<file path="config.mk">
export PLATFORM = sky130hd
export DESIGN_NAME = dino_motion_ctrl
export DESIGN_NICKNAME = d
export VERILOG_FILES = /design/src/rtl/dino_motion_ctrl.sv
export SDC_FILE = /design/constraint.sdc
export NUM_CORES = 1
export LEC_CHECK = 0
export CORE_AREA = 3 3 66 68
export DETAILED_ROUTE_END_ITERATION = 12
export DIE_AREA = 0 0 69 71
export PLACE_DENSITY = 0.87
export SYNTH_ARGS = -nofsm -noshare
export SYNTH_HDL_FRONTEND = slang
export SYNTH_SLANG_ARGS = --single-unit
</file>
<file path="constraint.sdc">
create_clock -name Clk -period 4.6 [get_ports Clk]
set_input_delay 0.92 -clock Clk [delete_from_list [all_inputs] [get_ports Clk]]
set_output_delay 0.92 -clock Clk [all_outputs]
set_load 0.02 [all_outputs]
</file>
<file path="src/rtl/dino_motion_ctrl.sv">
`default_nettype none
// ============================================================================
// Module      : dino_motion_ctrl
// Description : Per-frame player sprite motion and animation controller.
//               Drives sprite origin and ROM select code for color_mapper.
// Revision    : 1.0 - initial release
// ============================================================================
module dino_motion_ctrl #(
    parameter logic        [9:0] GROUND_Y    = 10'd300,
    parameter logic        [9:0] DINO_X      = 10'd50,
    parameter logic signed [7:0] JUMP_V0     = 8'sd20,
    parameter logic signed [7:0] GRAVITY     = 8'sd1,
    parameter int                ANIM_FRAMES = 5
) (
    input  logic       Clk,
    input  logic       Reset,
    input  logic       frame_tick,
    input  logic       jump_key,
    input  logic       duck_key,
    input  logic       collide,
    output logic [9:0] DinoX,
    output logic [9:0] DinoY,
    output logic [2:0] sprite_sel,
    output logic       game_active
);

    localparam int                 C_CNT_W     = (ANIM_FRAMES > 1) ? $clog2(ANIM_FRAMES) : 1;
    localparam logic [C_CNT_W-1:0] C_ANIM_LAST = C_CNT_W'(ANIM_FRAMES - 1);

    typedef enum logic [1:0] {
        ST_IDLE = 2'd0,
        ST_RUN  = 2'd1,
        ST_AIR  = 2'd2,
        ST_DEAD = 2'd3
    } state_t;

    state_t              r_state;
    logic signed [7:0]   r_vel;
    logic [C_CNT_W-1:0]  r_anim_cnt;
    logic                r_leg;
    logic                r_jump_req;
    logic                r_jump_key_d;
    logic [9:0]          r_dino_y;
    logic [2:0]          r_sprite_sel;
    logic                r_game_active;

    state_t              w_state_nx;
    logic signed [7:0]   w_vel_nx;
    logic [C_CNT_W-1:0]  w_cnt_nx;
    logic                w_leg_nx;
    logic [9:0]          w_y_nx;
    logic signed [10:0]  w_ny;
    logic                w_rise;
    logic                w_req_nx;
    logic [2:0]          w_sel_nx;

    assign w_rise = jump_key & ~r_jump_key_d;
    // Every frame tick consumes the request; an edge in the same cycle survives it.
    assign w_req_nx = frame_tick ? w_rise : (r_jump_req | w_rise);
    assign w_ny     = $signed({1'b0, r_dino_y}) - $signed({{3{r_vel[7]}}, r_vel});

    always_comb begin
        w_state_nx = r_state;
        w_vel_nx   = r_vel;
        w_cnt_nx   = r_anim_cnt;
        w_leg_nx   = r_leg;
        w_y_nx     = r_dino_y;
        case (r_state)
            ST_IDLE: begin
                if (frame_tick && r_jump_req) begin
                    w_state_nx = ST_RUN;
                end
            end
            ST_RUN: begin
                if (collide) begin
                    w_state_nx = ST_DEAD;
                end else if (frame_tick && r_jump_req) begin
                    w_state_nx = ST_AIR;
                    w_vel_nx   = JUMP_V0;
                end else if (frame_tick) begin
                    if (r_anim_cnt == C_ANIM_LAST) begin
                        w_cnt_nx = '0;
                        w_leg_nx = ~r_leg;
                    end else begin
                        w_cnt_nx = r_anim_cnt + C_CNT_W'(1);
                    end
                end
            end
            ST_AIR: begin
                if (collide) begin
                    w_state_nx = ST_DEAD;
                end else if (frame_tick) begin
                    w_vel_nx = r_vel - GRAVITY;
                    if (w_ny >= $signed({1'b0, GROUND_Y})) begin
                        w_y_nx     = GROUND_Y;
                        w_vel_nx   = '0;
                        w_state_nx = ST_RUN;
                    end else if (w_ny[10]) begin
                        w_y_nx = '0;
                    end else begin
                        w_y_nx = w_ny[9:0];
                    end
                end
            end
            default: begin
                if (frame_tick && r_jump_req) begin
                    w_state_nx = ST_RUN;
                    w_y_nx     = GROUND_Y;
                    w_vel_nx   = '0;
                    w_cnt_nx   = '0;
                    w_leg_nx   = 1'b0;
                end
            end
        endcase
    end

    always_comb begin
        w_sel_nx = 3'd0;
        case (w_state_nx)
            ST_IDLE: w_sel_nx = 3'd0;
            ST_RUN:  w_sel_nx = duck_key ? (3'd3 + {2'b00, w_leg_nx}) : (3'd1 + {2'b00, w_leg_nx});
            ST_AIR:  w_sel_nx = 3'd5;
            default: w_sel_nx = 3'd6;
        endcase
    end

    // Key history follows the pin even in reset so a held key is not seen as a fresh press.
    always_ff @(posedge Clk) begin
        r_jump_key_d <= jump_key;
        if (Reset) begin
            r_state       <= ST_IDLE;
            r_dino_y      <= GROUND_Y;
            r_vel         <= '0;
            r_anim_cnt    <= '0;
            r_leg         <= 1'b0;
            r_jump_req    <= 1'b0;
            r_sprite_sel  <= 3'd0;
            r_game_active <= 1'b0;
        end else begin
            r_state       <= w_state_nx;
            r_dino_y      <= w_y_nx;
            r_vel         <= w_vel_nx;
            r_anim_cnt    <= w_cnt_nx;
            r_leg         <= w_leg_nx;
            r_jump_req    <= w_req_nx;
            r_sprite_sel  <= w_sel_nx;
            r_game_active <= (w_state_nx == ST_RUN) || (w_state_nx == ST_AIR);
        end
    end

    assign DinoX       = DINO_X;
    assign DinoY       = r_dino_y;
    assign sprite_sel  = r_sprite_sel;
    assign game_active = r_game_active;

endmodule
`default_nettype wire

</file>
=== Word level (Yosys, flattened, before mapping) ===
Index checks and enable logic that the tools add are counted.

* Bits in registers: 30
* Input bits: 6
* Logic and storage cells: 79
* Output and inout bits: 24

* Magnitude comparators: 1
* Equal/unequal tests: 11
* Muxes and demuxes: 35
* Bitwise gates (word level): 7
* Reduce and logical (&&, ||, !) cells: 11
* Add/subtract/negate cells: 5

{| class="wikitable"
|+ Operator list
! kind !! count
|-
| 2-to-1 mux 10 bit || 5
|-
| 2-to-1 mux 8 bit || 6
|-
| one-hot mux 8 bit (3 select lines) || 1
|-
| one-hot mux 10 bit (2 select lines) || 1
|-
| 2-to-1 mux 3 bit || 6
|-
| 2-to-1 mux 2 bit || 6
|-
| inequality test 2 bit, second input constant || 6
|-
| >= comparator 11 x 10 -> 1 bit, second input constant || 1
|-
| subtractor 11 x 8 -> 11 bit || 1
|-
| one-hot mux 3 bit (3 select lines) || 1
|-
| subtractor 8 x 2 -> 8 bit, second input constant || 1
|-
| 2-to-1 mux 1 bit || 6
|-
| one-hot mux 3 bit (2 select lines) || 1
|-
| AND reduction 6 bit || 1
|-
| inverter 1 bit || 5
|-
| AND reduction 5 bit || 1
|-
| equality test 2 x 1 -> 1 bit, second input constant || 2
|-
| equality test 2 bit, second input constant || 2
|-
| logical NOT 2 bit || 2
|-
| one-hot mux 2 bit (2 select lines) || 1
|-
| AND reduction 4 bit || 1
|-
| nonzero test 2 bit || 2
|-
| OR reduction 2 bit || 2
|-
| adder 2 x 1 -> 3 bit, first input constant || 1
|-
| other kinds (8) || 8
|}

=== Longest topological paths before layout ===
Gate-level depths: netlist (run 1).

* Depth after elaboration: 9
* Mapped depth: 13
* Mapped depth without buffers: 12

=== Least setup slack after synthesis (run 1) ===
Ideal clock, no wire load.

* Kind: register -> register
* Start: register r_dino_y[0], in the netlist DinoY[0]
* End: register r_dino_y[8], in the netlist DinoY[8]
* Slack: 1.592 ns
* Path buffers: 1
* Required time: 4.478 ns
* Setup time: 0.122 ns
* Arrival: 2.886 ns
* Cell stages (with the launch flop): 13
* Cells stage by stage: dfxtp_1 -> inv_1 -> ha_1 -> inv_1 -> fa_1 -> a211oi_1 -> o21ai_1 -> a31o_1 -> a21oi_1 -> xnor2_2 -> clkbuf_1 -> nor3_1 -> o32a_1

* Longest elaborated chain between the ends: 6

{| class="wikitable"
|+ Ends and longest elaborated chain
! item !! line !! RTL
|-
| start: declaration || 43 || <nowiki>logic [9:0] r_dino_y;</nowiki>
|-
| start signal: assignment || 141 || <nowiki>r_dino_y <= w_y_nx;</nowiki>
|-
| subtractor 11 x 8 -> 11 bit (*) || 60 || <nowiki>assign w_ny = $signed({1'b0, r_dino_y}) - $signed({{3{r_vel[7]}}, r_vel});</nowiki>
|-
| >= comparator 11 x 10 -> 1 bit or 2-to-1 mux 10 bit (tied branches) || 94, 98 ||
|-
| 2-to-1 mux 10 bit (*) || 94 || <nowiki>if (w_ny >= $signed({1'b0, GROUND_Y})) begin</nowiki>
|-
| 2-to-1 mux 10 bit (*) || 92 || <nowiki>end else if (frame_tick) begin</nowiki>
|-
| 2-to-1 mux 10 bit (*) || 90 || <nowiki>if (collide) begin</nowiki>
|-
| one-hot mux 10 bit (2 select lines) (*) || 68 || <nowiki>case (r_state)</nowiki>
|}

Mark *: on every way between the ends. The rest lies on a longest branch, timed or not. The select of a mux whose other input is x is not followed.
A chain may end at the register's enable or synchronous reset.

=== Final worst setup path (run 1) ===
* Start: register r_vel[0]
* End: register r_vel[3]

* Longest elaborated chain between the ends: 6

{| class="wikitable"
|+ Ends and longest elaborated chain
! item !! line !! RTL
|-
| start: declaration || 38 || <nowiki>logic signed [7:0] r_vel;</nowiki>
|-
| start signal: assignment || 142 || <nowiki>r_vel <= w_vel_nx;</nowiki>
|-
| subtractor 11 x 8 -> 11 bit || 60 ||
|-
| >= comparator 11 x 10 -> 1 bit || 94 ||
|-
| 2-to-1 mux 8 bit (*) || 94 ||
|-
| 2-to-1 mux 8 bit (*) || 92 ||
|-
| 2-to-1 mux 8 bit (*) || 90 ||
|-
| one-hot mux 8 bit (3 select lines) (*) || 68 ||
|}

Marked as above.

==> impl_results.md, run 1 <==
- Num Clock Sinks: 30
- Initial antenna violation count: 0
- Cell depth of the worst min-delay path: 2
- Synth top cells by count: 30 x dfxtp_1, 23 x inv_1, 21 x ha_1, 21 x nand2_1, 18 x nor2_1
- Total I/O pin count: 30
- Sequential cell area fraction in the yosys report: 26.6%
- Met3 WL: 240 µm
- RD Place Congestion: 0.900
- Top metal layer carrying routed signals: met4
- Share of the synthesized area in the top cell type: a little over a quarter
- Worst Tran Pin Value: 1.04 ns
- Post-route cell area: roughly 0.0025 mm²
- Final WS setup: roughly 1.1 ns
- Crit path capture type: flip-flop
- Origin of the worst min-delay path: DinoY[0]
- Clock Pin Slew Worst Setup and Hold Paths: 0.06 ns
- Clk Latency, worst-skew pair: 0.29 ns
- Flip-flop and latch count after synthesis: 30
- Crit path buf inv count: 1
- Worst slack at placement: 1.19 ns
- Family with the most delay on the worst path: compound AO/OA/AOI/OAI gates
- Critical path fanouts, max: 11
- Worst R2R Start: r_vel[0]
- Number of gates resized after cts: 0
- LEAKAGE: between 0.9 and 1 nW
- Number of buffers created by CTS: 5
- Via density: 6.00
- Mean area per synthesized cell: ~8 µm²
- Crit Path Category: flip-flop to flip-flop
- Cell with the most instances after synthesis: dfxtp_1
- Hold-fix buffers at CTS: 0
- Crit path launch: r_vel[0]
- First-pass GRT wire length: 8850 µm
- Number of remaining DRC errors: 0
- Initial DRT Pass Iterations: 4
- Number of synthesis warnings: 0
- Most used flip-flop cell after synthesis: dfxtp_1
- Buffers on Ports: 19
- Number of synthesized flops with an enable pin: 0
- Power density over cell area: 315 mW/mm²
- Cell types with the largest area share after synthesis: dfxtp_1 27%, ha_1 12%, inv_1 3.8%
- Clk root buf: clkbuf_8
- Clock tree from TritonCTS: done
- Overall routing resource usage: 21.9%
- Die Area: 0.00490 mm²
- Post-Route Setup TNS: 0 ns
- Total grt overflow: 0
- Maximum operating frequency: ~290 MHz
- Share of layout cells above drive strength 1: 5.84%
- Unrepaired setup endpoints after global routing: no
- Multi-input logic area: 0.00148 mm²
- Overall power consumption: a little under 0.0008 W
- Peak ir drop on the vdd network: ~0.15 mV
- Number of filler instances in the final layout: 351
- Avg WL per Cell: between 15 and 20 µm
- Synth async-reset ratio: 0%
- # Max-Cap Violations: 0
- Leading area contributor after synthesis: dfxtp_1
- Worst path arrival time: 3.67 ns
- Unique masters post-synth: 58
- Post-DRT Antenna Nets: 0
- Diodes inserted: 0
- Total detailed-routing wirelength: 5180 µm
- Detailed Route Iter0 Violations: 218
- Initial standard-cell utilization of the core: 57.7%
- HPWL reported at the end of detailed placement: 3730 µm
- Number of setup buffers added after CTS: 0
- Detailed-route via count: 2,047
- Cell-by-cell listing of the critical path: ha_1 > inv_1 > fa_1 > a211oi_1 > o21bai_1 > a21oi_1 > xor2_1 > o311ai_4 > a21oi_2 > o211ai_1 > o311ai_1
- Min-Delay Path Class: flip-flop to flip-flop
- Final-report max-slew violation count: 0
- Largest net degree at the start of global routing: 24
- Netlist Area Pre-Place: 0.00226 mm²
- CTS max path bufs: 2
- Number of levels the H-tree was split into: 2
- CP max stage cell: a21oi_2
- Met2 routed WL: 2520 µm
- Setup-violating endpoint count in the final report: 0
- Standard-cell rows: 23
- Layout area overhead: 11.0%
- Synthesized netlist cell count: 276
- Headroom to the max-slew limit: 28.8%
- Final Cycle Share: 76.0%
- Final min period: 3.50 ns
- Height of the die: slightly above 70 µm
- Via count of the first global-routing pass: 1,941
- Reg area: 601 µm²
- Required time worst endpoint: 4.78 ns
- R2R cell count: 11
- Die outline width: 69 µm
- Clk_skew: 0.00616 ns
- Core area: just under 0.004 mm²
- Routed metal-1 wire length: 2310 µm
- Number of hold-slack violations in the final timing report: 0
- Slowest Stage Delay on Critical Path: 0.50 ns
- Net total in the final layout: 319
- Crit path depth: 11
- Instance area at placement: 0.00243 mm²
- Setup crit start kind: flip-flop
- Hold slack final: 0.467 ns
- Run status: completed
==> cells by family (layout without fill, tap and decap cells) <==
logic type / Yosys count / count (layout) / synth area share [%]
AO/OA/AOI/OAI: 84 / 84 / 28.7
AND/OR/NAND/NOR: 86 / 86 / 18.8
adder cells (fa/ha/maj): 22 / 22 / 12.5
flip-flops: 30 / 30 / 26.6
buffers and inverters: 43 / 50 / 9.14
multiplexers: 2 / 2 / 0.886
other: 2 / 10 / 0.332
XOR/XNOR: 7 / 7 / 3.05
==> flip-flops by register name, indices dropped and copies added (netlist names) <==
register and count:
r_jump_req 1, game_active 1, r_vel 8, sprite_sel 3, r_jump_key_d 1, r_leg 1, DinoY 10, r_state 2
r_anim_cnt 3
==> cell usage in the layout (no fill, tap or decap), types with 3 or more instances in the layout <==
cell type and instances:
clkbuf_8 5, a211oi_1 3, nor2_1 18, nor2b_1 4, o32a_1 4, conb_1 10
nor3_1 9, inv_1 23, nand2_1 21, xor2_1 5, o21a_1 5, dfxtp_1 30
nand3_1 8, nand2b_1 8, o211ai_1 4, o2111ai_1 8, nor4_1 3, clkdlybuf4s50_1 19
a21oi_1 16, o21ai_1 4, and3_1 5, ha_1 21, o21ai_0 10
==> per-layer routing <==
| layer | track usage [%] | vias to the layer above |
|---|---|---|
| met5 | 0 | - |
| met4 | 8.03 | 0 |
| met3 | 4.55 | 12 |
| met2 | 38.0 | 67 |
| met1 | 26.7 | 945 |
| li1 | - | 1023 |
==> cell type report <==
cell class | count | area share, %
multi-input cells | 211 | 59.1
flip-flops and latches | 30 | 23.9
repair buffers | 20 | 7.88
inverters | 23 | 3.44
clock buffers | 5 | 2.74
well taps | 50 | 2.49
clock inverters | 2 | 0.399
==> power breakdown <==
group / switching (W) / internal, W / total (W)
clock network: 0.0000957 / 0.000101 / 0.000197
registers: 0.0000137 / 0.000279 / 0.000293
logic: 0.000184 / 0.000116 / 0.000301
total: 0.000294 / 0.000496 / 0.000790
==> final timing paths <==
| path | to | slack (ns) |
|---|---|---|
| hold / removal | DinoY[0] | 0.47 |
| setup reg to reg | r_vel[3] | 1.10 |
| setup / recovery | r_vel[3] | 1.10 |
| hold reg to reg | DinoY[0] | 0.47 |
==> worst register-to-register path, cell delays in order (launching register included) <==
cell      delay, ns
dfxtp_1        0.39
ha_1           0.19
inv_1          0.05
fa_1           0.40
a211oi_1       0.40
o21bai_1       0.13
a21oi_1        0.19
xor2_1         0.27
o311ai_4       0.20
a21oi_2        0.50
o211ai_1       0.27
o311ai_1       0.38
==> metrics by stage <==
stage	cells	util, %
final	341	64.1
after global placement	334	62.1
after detailed placement	334	62.1
after CTS	341	64.1
after global routing	341	64.1
after floorplan	284	-
No activity file was read; power rests on OpenSTA's default activity.
==> inputs of run 2 (changes only) <==
--- a/config.mk
+++ b/config.mk
@@ -5,10 +5,10 @@
 export SDC_FILE = /design/constraint.sdc
 export NUM_CORES = 1
 export LEC_CHECK = 0
-export CORE_AREA = 3 3 66 68
+export CORE_AREA = 3 3 69 71
 export DETAILED_ROUTE_END_ITERATION = 12
-export DIE_AREA = 0 0 69 71
-export PLACE_DENSITY = 0.87
+export DIE_AREA = 0 0 72 74
+export PLACE_DENSITY = 0.81
 export SYNTH_ARGS = -nofsm -noshare
 export SYNTH_HDL_FRONTEND = slang
 export SYNTH_SLANG_ARGS = --single-unit
==> constraint.sdc (replaced) <==
create_clock -name Clk -period 3.5 [get_ports Clk]
set_input_delay 0.7 -clock Clk [delete_from_list [all_inputs] [get_ports Clk]]
set_output_delay 0.7 -clock Clk [all_outputs]
set_load 0.02 [all_outputs]
==> run 2 against run 1 <==
Against the previous run:
- clock-buffer cell count up 1
- maximum frequency rose by 9.5%
- combinational power is 35% higher
- first-iteration DRC count fell by 12%
- non-clock buffer count up 6
- critical endpoint unchanged
- clock power rose by 130%
- sequential share of layout area fell by 1.2 points
- design area is 5.4% higher
- hold slack gained 0.0059 ns
- sequential power rose by 31%
==> impl_results.md, run 2 (synthesized netlist as in run 1, its figures left out) <==
- Run status: completed
- Initial standard-cell utilization of the core: 52.6% (-5.1 points)
- Height of the die: 74 µm (+4.2%)
- Overall routing resource usage: 21.1% (-0.79 points)
- Met2 routed WL: 2520 µm (+0.24%)
- Post-Route Setup TNS: 0 ns (unchanged)
- Number of remaining DRC errors: 0 (unchanged)
- Total detailed-routing wirelength: 5240 µm (+1.1%)
- Worst slack at placement: 0.254 ns (-0.940 ns)
- Post-DRT Antenna Nets: 0 (unchanged)
- Total I/O pin count: 30 (unchanged)
- Via density: 5.91 (-1.6%)
- RD Place Congestion: 0.891 (-1.0%)
- Initial DRT Pass Iterations: 4 (unchanged)
- Clk_skew: 0.00824 ns (+0.00208 ns)
- Net total in the final layout: 325 (+1.9%)
- Critical path fanouts, max: 8 (-3)
- Num Clock Sinks: 30 (unchanged)
- Standard-cell rows: 24 (+4.3%)
- Unrepaired setup endpoints after global routing: no
- Number of hold-slack violations in the final timing report: 0 (unchanged)
- Flip-flop count of the largest register, all copies and words added: 10 (unchanged)
- Share of layout cells above drive strength 1: 8.39% (+2.5 points)
- Largest net degree at the start of global routing: 24 (unchanged)
- Hold slack final: 0.473 ns (+0.00591 ns)
- Core area: 0.00429 mm² (+9.7%)
- CTS max path bufs: 2 (unchanged)
- Required time worst endpoint: 3.70 ns (-1.08 ns)
- Crit path capture type: flip-flop
- Clk Latency, worst-skew pair: 0.30 ns (about the same)
- Detailed Route Iter0 Violations: 191 (-12%)
- LEAKAGE: 0.994 nW (+6.4%)
- Commonest non-fill, non-tap cells in the layout: 30 x dfxtp_1, 23 x inv_1, 21 x nand2_1, 21 x ha_1, 19 x clkdlybuf4s50_1
- Die outline width: 72 µm (+4.3%)
- Final min period: 3.19 ns (-0.303 ns)
- Maximum operating frequency: 313 MHz (+9.5%)
- Peak ir drop on the vdd network: 0.279 mV (+89%)
- Detailed-route via count: 2,068 (+1.0%)
- Initial antenna violation count: 0 (unchanged)
- Worst Tran Pin Value: 0.605 ns (-0.437 ns)
- Headroom to the max-slew limit: 59.2% (+30 points)
- # Max-Cap Violations: 0 (unchanged)
- Setup crit start kind: flip-flop
- Avg WL per Cell: 15.0 µm (-1.5%)
- Number of levels the H-tree was split into: 2 (unchanged)
- Clock tree from TritonCTS: done
- Clock Pin Slew Worst Setup and Hold Paths: 0.07 ns (about the same)
- Die Area: 0.00533 mm² (+8.8%)
- Layout area overhead: 17.0%
- Setup-violating endpoint count in the final report: 0 (unchanged)
- Crit Path Category: flip-flop to flip-flop
- Final WS setup: 0.305 ns (-0.797 ns)
- Number of buffers created by CTS: 5 (unchanged)
- Final-report max-slew violation count: 0 (unchanged)
- Min-Delay Path Class: flip-flop to flip-flop
- Total grt overflow: 0 (unchanged)
- Routed metal-1 wire length: 2330 µm (+0.56%)
- Buffers on Ports: 19 (unchanged)
- Number of filler instances in the final layout: 402 (+15%)
- Via count of the first global-routing pass: 1,937 (-0.21%)
- Power density over cell area: 467 mW/mm² (+48%)
- First-pass GRT wire length: 8840 µm (-0.16%)
- Worst path arrival time: 3.40 ns (-0.27 ns)
- Clk root buf: clkbuf_8
- Final Cycle Share: 91.3% (+15 points)
- Diodes inserted: 0 (unchanged)
- Met3 WL: 241 µm (+0.42%)
- HPWL reported at the end of detailed placement: 3770 µm (+1.1%)
- Top metal layer carrying routed signals: met4
- Most frequent standard cell in the layout excluding fill and tap cells: dfxtp_1
-- run 2: changes by cell type in the layout (fill, tap and decap cells not counted), sizes merged --
cell | before | now
clkinv | 2 | 0
buf | 1 | 7
bufinv | 0 | 2
clkbuf | 5 | 6
-- run 2: metrics by stage --
| stage | area [µm²] | power, W | std cells | utilization (%) |
|---|---|---|---|---|
| 2_1_floorplan | 2290 | 0.000700 | 284 | - |
| 3_3_place_gp | 2470 | 0.000783 | 341 | 57.5 |
| 3_5_place_dp | 2470 | 0.000794 | 341 | 57.5 |
| 4_1_cts | 2610 | 0.00124 | 349 | 60.8 |
| 5_1_grt | 2640 | 0.00130 | 350 | 61.6 |
| 6_report | 2640 | 0.00124 | 350 | 61.6 |
-- run 2: final timing paths --
kind	start	depth (start not counted)	slack, ns	endpoint
worst max-delay path	r_vel[0]	11	0.31	r_vel[3]
worst min-delay path	DinoY[7]	2	0.47	DinoY[7]
worst max register to register	r_vel[0]	11	0.31	r_vel[3]
worst min register to register	DinoY[7]	2	0.47	DinoY[7]
-- run 2: area by class of cell --
class	instances	area, µm²	area share, %
Sequential cell	30	601	22.7
Clock inverter	2	60.1	2.27
Tap cell	52	65.1	2.46
Multi-Input combinational cell	211	1510	57.0
Timing Repair Buffer	26	243	9.18
Clock buffer	6	82.6	3.12
Inverter	23	86.3	3.27
-- run 2: layer usage --
layer	track usage, %	vias to the layer above
met4	8.77	0
li1	-	1026
met1	25.9	969
met5	0	-
met3	4.73	13
met2	35.8	60
-- run 2: worst max-delay path, stage by stage (launching register included) --
cell      delay [ns]
dfxtp_1         0.39
ha_1            0.19
inv_1           0.06
fa_1            0.42
a211oi_2        0.32
o21bai_1        0.11
a21oi_1         0.21
xor2_1          0.30
o311ai_4        0.21
a21oi_4         0.32
o211ai_1        0.25
o311ai_1        0.32
-- run 2: timing repair --
action | in CTS | in global routing
resized for setup | 0 | 3
setup buffers | 0 | 1
endpoints found under the setup margin | 0 | 19
hold buffers | 0 | 0
hold endpoints to repair | 0 | 0
-- run 2: power by group --
group	leakage (nW)	total [W]	switching, W	internal, W
Clock	0.0714	0.000445	0.000142	0.000304
Combinational	0.680	0.000407	0.000245	0.000162
Sequential	0.243	0.000383	0.0000170	0.000366
Total	0.994	0.00124	0.000404	0.000832
==> inputs of run 3 (changes only) <==
--- a/config.mk
+++ b/config.mk
@@ -5,10 +5,10 @@
 export SDC_FILE = /design/constraint.sdc
 export NUM_CORES = 1
 export LEC_CHECK = 0
-export CORE_AREA = 3 3 69 71
+export CORE_AREA = 3 3 75 77
 export DETAILED_ROUTE_END_ITERATION = 12
-export DIE_AREA = 0 0 72 74
-export PLACE_DENSITY = 0.81
+export DIE_AREA = 0 0 78 80
+export PLACE_DENSITY = 0.7
 export SYNTH_ARGS = -nofsm -noshare
 export SYNTH_HDL_FRONTEND = slang
 export SYNTH_SLANG_ARGS = --single-unit
==> run 3 against run 2 <==
Against the previous run:
- sequential cell count stayed put
- global-route usage is 2.9 points lower
- maximum frequency is 2.3% lower
- sequential share of layout area is 0.39 points higher
- critical path type unchanged
- largest cell class unchanged
- highest routed layer unchanged
==> impl_results.md, run 3 (synthesized netlist as in run 1, its figures left out) <==
- Clk_skew: 0.00352 ns (-0.00472 ns)
- Clock Pin Slew Worst Setup and Hold Paths: 0.07 ns (about the same)
- Number of remaining DRC errors: 0 (unchanged)
- Post-Route Setup TNS: 0 ns (unchanged)
- Setup-violating endpoint count in the final report: 0 (unchanged)
- Met3 usage in global routing: 4.51% (-0.22 points)
- GRT Max-Usage Layer: met2
- Initial DRT Pass Iterations: 4 (unchanged)
- Crit Path Category: flip-flop to flip-flop
- Setup crit start kind: flip-flop
- Diodes inserted: 0 (unchanged)
- Worst reg2reg path endpoint: sprite_sel[1]
- LEAKAGE: 0.970 nW (-2.4%)
- Unrepaired setup endpoints after global routing: no
- Setup slack on the worst flop-to-flop path: 0.23 ns (-0.08 ns)
- Met2 capacity usage during global routing: 30.7% (-5.2 points)
- Power density over cell area: 420 mW/mm² (-10%)
- Final Cycle Share: 93.5% (+2.2 points)
- Share of layout cells above drive strength 1: 7.72% (-0.67 points)
- RD Place Congestion: 0.925 (+3.8%)
- Peak ir drop on the vdd network: 0.209 mV (-25%)
- Core area: 0.00507 mm² (+18%)
- Final-report max-slew violation count: 0 (unchanged)
- Detailed-route via count: 2,097 (+1.4%)
- Buffers on Ports: 19 (unchanged)
- HPWL reported at the end of detailed placement: 3910 µm (+3.8%)
- Clk Latency, worst-skew pair: 0.29 ns (about the same)
- Worst path arrival time: 3.48 ns (+0.08 ns)
- Via density: 5.70 (-3.6%)
- Number of levels the H-tree was split into: 2 (unchanged)
- Initial standard-cell utilization of the core: 44.5% (-8.1 points)
- Final min period: 3.27 ns (+0.0763 ns)
- Layout area overhead: 15.0%
- Number of filler instances in the final layout: 493 (+23%)
- Overall routing resource usage: 18.2% (-2.9 points)
- Flip-flop count of the largest register, all copies and words added: 10 (unchanged)
- Net total in the final layout: 325 (unchanged)
- Post-DRT Antenna Nets: 0 (unchanged)
- Required time worst endpoint: 3.71 ns (about the same)
- CTS max path bufs: 2 (unchanged)
- Standard-cell rows: 26 (+8.3%)
- Clock tree from TritonCTS: done
- Number of hold-slack violations in the final timing report: 0 (unchanged)
- Worst R2R Start: r_vel[0]
- Headroom to the max-slew limit: 44.6% (-15 points)
- Largest net degree at the start of global routing: 23 (-4.2%)
- Die Area: 0.00624 mm² (+17%)
- Maximum operating frequency: 306 MHz (-2.3%)
- Worst Tran Pin Value: 0.827 ns (+0.223 ns)
- Total grt overflow: 0 (unchanged)
- Initial antenna violation count: 0 (unchanged)
- End point of the critical path: sprite_sel[1]
- Detailed Route Iter0 Violations: 114 (-40%)
- M1 GR Usage: 22.2% (-3.7 points)
- Number of buffers created by CTS: 5 (unchanged)
- Number of setup buffers added after CTS: 0 (unchanged)
- Via count of the first global-routing pass: 2,013 (+3.9%)
- Total I/O pin count: 30 (unchanged)
- Num Clock Sinks: 30 (unchanged)
- R2R cell count: 11 (unchanged)
- Total detailed-routing wirelength: 5490 µm (+4.7%)
- Min-Delay Path Class: flip-flop to flip-flop
- Hold slack final: 0.472 ns (-0.000482 ns)
- Critical path fanouts, max: 14 (+6)
- Commonest non-fill, non-tap cells in the layout: 30 x dfxtp_1, 23 x inv_1, 21 x nand2_1, 21 x ha_1, 19 x clkdlybuf4s50_1
- First-pass GRT wire length: 9090 µm (+2.8%)
- Die outline width: 78 µm (+8.3%)
- Crit path capture type: flip-flop
- Most frequent standard cell in the layout excluding fill and tap cells: dfxtp_1
- Height of the die: 80 µm (+8.1%)
- # Max-Cap Violations: 0 (unchanged)
- Crit path launch: r_vel[0]
- Clk root buf: clkbuf_8
- Avg WL per Cell: 14.9 µm (-0.41%)
- Run status: completed
[run 3: changes by cell type in the layout (fill, tap and decap cells not counted), sizes merged]
cell    before  now
clkbuf       6    7
clkinv       0    1
bufinv       2    0
[run 3: worst min path at each step]
stage | start | end | slack (ns) | cells after the start
after floorplan | r_vel[1] | r_vel[1] | 0.45 | 2
after global placement | DinoY[0] | DinoY[0] | 0.45 | 2
after detailed placement | DinoY[7] | DinoY[7] | 0.47 | 2
after CTS | DinoY[7] | DinoY[7] | 0.48 | 2
after global routing | DinoY[7] | DinoY[7] | 0.50 | 2
final | DinoY[7] | DinoY[7] | 0.47 | 2
[run 3: stage by stage]
stage / cells / instance area (µm²) / power (W) / setup slack [ns] / utilization [%]
floorplan: 284 / 2290 / 0.000700 / 0.492 / -
global placement: 360 / 2500 / 0.000782 / 0.344 / 49.3
detailed placement: 360 / 2500 / 0.000787 / 0.202 / 49.3
CTS: 368 / 2590 / 0.00109 / 0.153 / 51.1
global route: 368 / 2600 / 0.00116 / 0.00996 / 51.2
finish: 368 / 2600 / 0.00109 / 0.229 / 51.2
[run 3: routing by layer]
layer / wire, µm / share of wire [%]
met1: 2480 / 45
met4: 102 / 1.9
met5: 0 / 0
met2: 2600 / 47
met3: 313 / 5.7
[run 3: critical path, cell delays in order (launching register included)]
cell	delay, ns
dfxtp_1	0.40
ha_1	0.20
inv_1	0.06
fa_1	0.40
a211oi_1	0.40
o21ai_1	0.18
a31o_1	0.25
a21oi_1	0.22
xnor2_2	0.35
o21ai_1	0.27
and2_1	0.25
a211oi_2	0.22
[run 3: area by class of cell]
| type | instances | area, µm² | share of cell area, % |
|---|---|---|---|
| Multi-Input combinational cell | 211 | 1490 | 57.3 |
| Sequential cell | 30 | 601 | 23.1 |
| Timing Repair Buffer | 26 | 243 | 9.34 |
| Tap cell | 70 | 87.6 | 3.37 |
| Clock buffer | 7 | 86.3 | 3.32 |
| Inverter | 23 | 86.3 | 3.32 |
| Clock inverter | 1 | 5.00 | 0.193 |
[run 3: what timing repair did]
item	CTS	global route
hold buffers	0	0
resized for setup	0	1
endpoints found under the setup margin	0	2
[run 3: power breakdown]
part | leakage, nW | internal, W | switching, W | total, W
combinational | 0.678 | 0.000162 | 0.000243 | 0.000404
clock | 0.0482 | 0.000159 | 0.000143 | 0.000302
sequential | 0.243 | 0.000366 | 0.0000181 | 0.000385
